<file path="config.mk">
export PLATFORM = sky130hd
export DESIGN_NAME = pulse_generator_bank
export DESIGN_NICKNAME = d
export VERILOG_FILES = /design/src/rtl/pulse_gen_pkg.sv /design/src/rtl/pulse_channel.sv /design/src/rtl/pulse_generator_bank.sv
export SDC_FILE = /design/constraint.sdc
export NUM_CORES = 1
export LEC_CHECK = 0
export CORE_ASPECT_RATIO = 1.4
export CORE_MARGIN = 10
export CORE_UTILIZATION = 35
export CTS_CLUSTER_DIAMETER = 150
export DETAILED_ROUTE_END_ITERATION = 8
export HOLD_SLACK_MARGIN = 0.03
export SLEW_MARGIN = 20
export SYNTH_ARGS = -nofsm -noshare
export SYNTH_HDL_FRONTEND = slang
export SYNTH_SLANG_ARGS = --single-unit
</file>
<file path="constraint.sdc">
create_clock -name clk -period 5 [get_ports clk]
set_clock_uncertainty 0.1 [all_clocks]
set_input_delay 1.5 -clock clk [delete_from_list [all_inputs] [get_ports clk]]
set_output_delay 1.5 -clock clk [all_outputs]
set_load 0.05 [all_outputs]
</file>
<file path="src/rtl/pulse_gen_pkg.sv">
// Shared types for the pulse generator bank: channel state and mode encodings.
package pulse_gen_pkg;

  typedef enum logic {
    ST_IDLE = 1'b0,
    ST_RUN  = 1'b1
  } state_t;

  localparam logic MODE_CONT    = 1'b0;
  localparam logic MODE_ONESHOT = 1'b1;

endpackage

</file>
<file path="src/rtl/pulse_channel.sv">
// One pulse channel: state, period counter, latched configuration and output decode.
module pulse_channel
  import pulse_gen_pkg::*;
#(
  parameter int unsigned WIDTH          = 8,
  parameter int unsigned DEFAULT_PERIOD = 5,
  parameter int unsigned DEFAULT_HIGH   = 1
) (
  input  logic             clk,
  input  logic             reset,
  input  logic             en,
  input  logic             start,
  input  logic             wr,
  input  logic [WIDTH-1:0] wr_period,
  input  logic [WIDTH-1:0] wr_high,
  input  logic             wr_oneshot,
  output logic             signal,
  output logic             period_end,
  output logic             busy
);

  state_t             state_q, state_d;
  logic [WIDTH-1:0]   cnt_q, cnt_d;
  logic [WIDTH-1:0]   per_q, per_d;
  logic [WIDTH-1:0]   high_q, high_d;
  logic               mode_q, mode_d;
  logic               last_c;
  logic               sig_d, pe_d, busy_d;

  // Next state, then outputs decoded from the next state so they can be registered.
  always_comb begin
    state_d = state_q;
    cnt_d   = cnt_q;
    per_d   = per_q;
    high_d  = high_q;
    mode_d  = mode_q;
    last_c  = (per_q != '0) && (cnt_q == per_q - WIDTH'(1));

    if (wr) begin
      per_d   = wr_period;
      high_d  = wr_high;
      mode_d  = wr_oneshot;
      state_d = ST_IDLE;
      cnt_d   = '0;
    end else if (!en) begin
      state_d = ST_IDLE;
      cnt_d   = '0;
    end else begin
      case (state_q)
        ST_IDLE: begin
          if ((per_q != '0) && ((mode_q == MODE_CONT) || start)) begin
            state_d = ST_RUN;
            cnt_d   = '0;
          end
        end
        ST_RUN: begin
          if (last_c) begin
            cnt_d = '0;
            if (mode_q == MODE_ONESHOT) state_d = ST_IDLE;
          end else begin
            cnt_d = cnt_q + WIDTH'(1);
          end
        end
        default: begin
          state_d = ST_IDLE;
          cnt_d   = '0;
        end
      endcase
    end

    busy_d = (state_d == ST_RUN);
    sig_d  = busy_d && (cnt_d < high_d);
    pe_d   = busy_d && (per_d != '0) && (cnt_d == per_d - WIDTH'(1));
  end

  always_ff @(posedge clk or posedge reset) begin
    if (reset) begin
      state_q    <= ST_IDLE;
      cnt_q      <= '0;
      per_q      <= WIDTH'(DEFAULT_PERIOD);
      high_q     <= WIDTH'(DEFAULT_HIGH);
      mode_q     <= MODE_CONT;
      signal     <= 1'b0;
      period_end <= 1'b0;
      busy       <= 1'b0;
    end else begin
      state_q    <= state_d;
      cnt_q      <= cnt_d;
      per_q      <= per_d;
      high_q     <= high_d;
      mode_q     <= mode_d;
      signal     <= sig_d;
      period_end <= pe_d;
      busy       <= busy_d;
    end
  end

endmodule

</file>
<file path="src/rtl/pulse_generator_bank.sv">
// Bank of independent pulse channels with a shared, channel-addressed config write port.
module pulse_generator_bank
  import pulse_gen_pkg::*;
#(
  parameter int unsigned CHANNELS       = 4,
  parameter int unsigned WIDTH          = 8,
  parameter int unsigned DEFAULT_PERIOD = 5,
  parameter int unsigned DEFAULT_HIGH   = 1,
  localparam int unsigned CH_W          = (CHANNELS > 1) ? $clog2(CHANNELS) : 1
) (
  input  logic                clk,
  input  logic                reset,
  input  logic [CHANNELS-1:0] en,
  input  logic [CHANNELS-1:0] start,
  input  logic                cfg_we,
  input  logic [CH_W-1:0]     cfg_ch,
  input  logic [WIDTH-1:0]    cfg_period,
  input  logic [WIDTH-1:0]    cfg_high,
  input  logic                cfg_oneshot,
  output logic [CHANNELS-1:0] signal,
  output logic [CHANNELS-1:0] period_end,
  output logic [CHANNELS-1:0] busy
);

  // Out-of-range cfg_ch values match no channel, so such writes are dropped.
  for (genvar i = 0; i < CHANNELS; i++) begin : g_ch
    logic wr_c;
    assign wr_c = cfg_we && (cfg_ch == CH_W'(i));

    pulse_channel #(
      .WIDTH          (WIDTH),
      .DEFAULT_PERIOD (DEFAULT_PERIOD),
      .DEFAULT_HIGH   (DEFAULT_HIGH)
    ) u_ch (
      .clk        (clk),
      .reset      (reset),
      .en         (en[i]),
      .start      (start[i]),
      .wr         (wr_c),
      .wr_period  (cfg_period),
      .wr_high    (cfg_high),
      .wr_oneshot (cfg_oneshot),
      .signal     (signal[i]),
      .period_end (period_end[i]),
      .busy       (busy[i])
    );
  end

endmodule

</file>
==> run metrics <==
Post-Synth Simple-Gate Area=20.2%; Starting DRT DRC Count=465; Peak VDD IR=0.000171 V; post-synthesis mux area share=9.44%; Critical path origin=cfg_ch[1]; Clock power frac=26.2%; Slew headroom=47.0%; clock latency on the worst-skew pair=0.36 ns; nature of the critical path startpoint=primary input; asr flop ratio synth=100%; fraction of the yosys area taken by sequential cells=34.0%; CTS H-tree lvls=3; Final Worst Setup Slack=0.374 ns; post-synthesis xor/xnor area fraction=9.61%; first-pass GRT wire length=37300 um; CTS resizes=0; Port Buffers=41; post-route ant nets=0; post-route clock period utilization=92.5%; sequential group share of total power=40.2%; Worst Path Required=5.15 ns; Layout Area Growth over Synthesis=13.0%; Post-Syn Nets=1017; PD cells=308 nW/um2; DP Wirelength=17800 um; core area=23300 um2; CP Capture Type=flip-flop; Mapped Area=8290 um2; RSZ-0062 raised after global routing=no; Post-synth EDFFs=0; leakage power=4.29 nW; post-route design area=9370 um2; Hold Startpoint=g_ch[0].u_ch.high_q[7]$_DFF_PP0_; internal power=1.85 mW; Final Hold Vio Count=0; cell count after placement=1267; CTS sink cnt=112; Setup TNS Final=0 ns; mean post-synth cell area=8.78 um2; DR vias=6942; Net Switching=1.04 mW; CTS tree=yes; outcome=finished, final reports clean; largest net degree at the start of global routing=49; Num CTS Buffers=9; hold depth=2; FF+latch count, synth=112; overall power=2.89 mW; fin nets=1045; Longest Clk Path Bufs=2; Tightest Hold Check Type=reg2reg; Rows=66; CP arrival=4.77 ns; drt pass-1 iters=5; Max FO, Critical Path=5; Top FF cell, synth=dfrtp_1; Combinational Power Share=33.6%; Synth cell types=83; clock slew at reported path FFs=0.07 ns; dpl cell area=9060 um2; largest family of logic cells by synthesized area=simple AND/OR/NAND/NOR gates; Syn. warnings=0; Finished Layout Cells=1283; hold_ws=0.391 ns; hold_buf cts=0; switch share=35.9%; Synth Area in Adders=6.62%; initial antenna violation count=0; final setup fails=0; starting density of the core=35.6%; Crit Path Category=in2reg; Root Buffer Master=clkbuf_16; final slew viol count=0; RePlAce Congestion=0.891; Avg WL per Cell=18.1 um; R2R cell count=14; die area=30300 um2; postcts setup bufs=0; cell count after synthesis=944; Die Wd=150 um; ant diodes=0; FMAX=216 MHz; # IOs=42; FF-to-FF Start=g_ch[0].u_ch.per_q[0]$_DFF_PP1_; post-synthesis compound-gate area fraction=13.1%; residual DRC count=0; Via density=5.41; post-layout min period=4.63 ns; layout cells sized above 1=10.3%; Max-cap violations=0; vias in the first global route=6949; Total Routing Usage GR=15.4%; Final Core Density=40.2%; gr ovfl total=0; Worst-Margin Slew=0.784 ns; die height=202 um; WL final=23200 um; Placement Setup Slack=0.0813 ns
==> area by class of cell <==
class                   count  area [um2]
multi-input cells         693        4890
clock inverters             6        78.8
fillers                  2404       13900
repair buffers             75         666
well taps                 306         383
flip-flops and latches    112        2820
inverters                  81         307
clock buffers              10         229
==> kinds of logic (layout without fill, tap and decap cells) <==
| kind of cell | Yosys count | after routing |
|---|---|---|
| flip-flops | 112 | 112 |
| AO/OA/AOI/OAI | 161 | 161 |
| adder cells (fa/ha/maj) | 44 | 44 |
| AND/OR/NAND/NOR | 321 | 321 |
| buffers and inverters | 139 | 172 |
| XOR/XNOR | 91 | 91 |
| multiplexers | 76 | 76 |
==> final timing paths <==
check / endpoint / slack [ns]
max: g_ch[3].u_ch.period_end$_DFF_PP0_ / 0.37
min: g_ch[0].u_ch.high_q[7]$_DFF_PP0_ / 0.39
max reg2reg: g_ch[0].u_ch.signal$_DFF_PP0_ / 0.89
min reg2reg: g_ch[0].u_ch.high_q[7]$_DFF_PP0_ / 0.39
max in group asynchronous: g_ch[0].u_ch.high_q[0]$_DFF_PP1_ / 2.44
min in group asynchronous: g_ch[3].u_ch.cnt_q[2]$_DFF_PP0_ / 1.51
==> cells in the final DEF (no fill, tap or decap), types with 4 or more instances in the layout <==
cell | Yosys | layout
dfrtp_1 | 100 | 100
inv_1 | 79 | 78
nand2_1 | 74 | 74
nor2_1 | 65 | 65
mux2i_1 | 58 | 58
xnor2_1 | 52 | 52
a21oi_1 | 44 | 44
ha_1 | 43 | 43
clkdlybuf4s50_1 | 0 | 41
xor2_1 | 39 | 39
buf_4 | 13 | 34
nor3_1 | 31 | 31
o21ai_0 | 31 | 31
nand3_1 | 30 | 30
nand4_1 | 21 | 21
mux2_2 | 18 | 18
or3_1 | 13 | 13
dfstp_2 | 12 | 12
nor2b_1 | 11 | 11
and3_1 | 11 | 11
a31oi_1 | 11 | 11
nor4_1 | 10 | 10
nand3b_1 | 9 | 9
clkbuf_16 | 0 | 9
nand2b_1 | 7 | 7
o22ai_1 | 7 | 7
a311oi_1 | 6 | 6
nor3b_1 | 7 | 6
and2_1 | 5 | 5
a21o_1 | 5 | 5
a211oi_1 | 5 | 5
or2_2 | 5 | 5
or4_1 | 5 | 5
o21a_1 | 5 | 5
or3b_2 | 4 | 4
and4_1 | 4 | 4
a22oi_1 | 4 | 4
==> power by group through the flow <==
stage | Clock [mW] | Sequential [mW] | Combinational, mW
2_1_floorplan | 0 | 1.11 | 0.758
3_3_place_gp | 0 | 1.17 | 0.961
3_5_place_dp | 0 | 1.18 | 0.970
4_1_cts | 0.773 | 1.16 | 0.976
5_1_grt | 0.818 | 1.18 | 1.08
6_report | 0.757 | 1.16 | 0.971
==> flip-flops by register name, indices dropped and copies added, names as in the netlist <==
register / cells
g_ch.u_ch.cnt_q: 32
g_ch.u_ch.mode_q: 4
g_ch.u_ch.signal: 4
g_ch.u_ch.period_end: 4
g_ch.u_ch.busy: 4
g_ch.u_ch.per_q: 32
g_ch.u_ch.high_q: 32
==> cells in the mapped netlist, drive strengths merged (4+ instances only) <==
master	number	share of area, %
nand2	74	3.3
o21ai	32	2.1
and3	12	0.92
or4	6	0.59
a21oi	44	2.7
a22oi	4	0.36
ha	43	6.5
xor2	39	4.1
dfrtp	100	30
and4	4	0.42
and2	5	0.38
buf	24	1.9
o21a	5	0.45
or2	5	0.38
a31oi	11	0.83
o22ai	7	0.53
nor2b	11	0.83
nor4	10	0.75
mux2i	58	7.0
nand3b	9	0.81
nor3b	8	0.78
nand4	21	1.6
a211oi	5	0.45
or3b	4	0.42
inv	79	3.6
nand3	31	2.0
nor3	31	1.9
or3	13	0.98
xnor2	52	5.5
dfstp	12	3.8
a311oi	6	0.63
nor2	65	2.9
nand2b	7	0.53
mux2	18	2.4
clkbuf	34	1.6
a21o	5	0.45
==> critical path: stages <==
cell and delay, ns:
clkdlybuf4s50_1 0.55, nand3_1 0.26, mux2i_1 0.29, ha_1 0.24, buf_4 0.13, nand3_1 0.07, xnor2_1 0.45, mux2i_1 0.15
nor3_1 0.22, a31oi_1 0.06, or4_1 0.57, a2111oi_2 0.28
==> routing by layer <==
layer,track usage [%],vias up,routed length (um)
met5,0,-,0
met4,4.70,0,440
met1,19.7,3402,10400
met3,1.81,28,771
li1,-,3373,-
met2,26.4,139,11600
(Power assumes the default switching activity.)
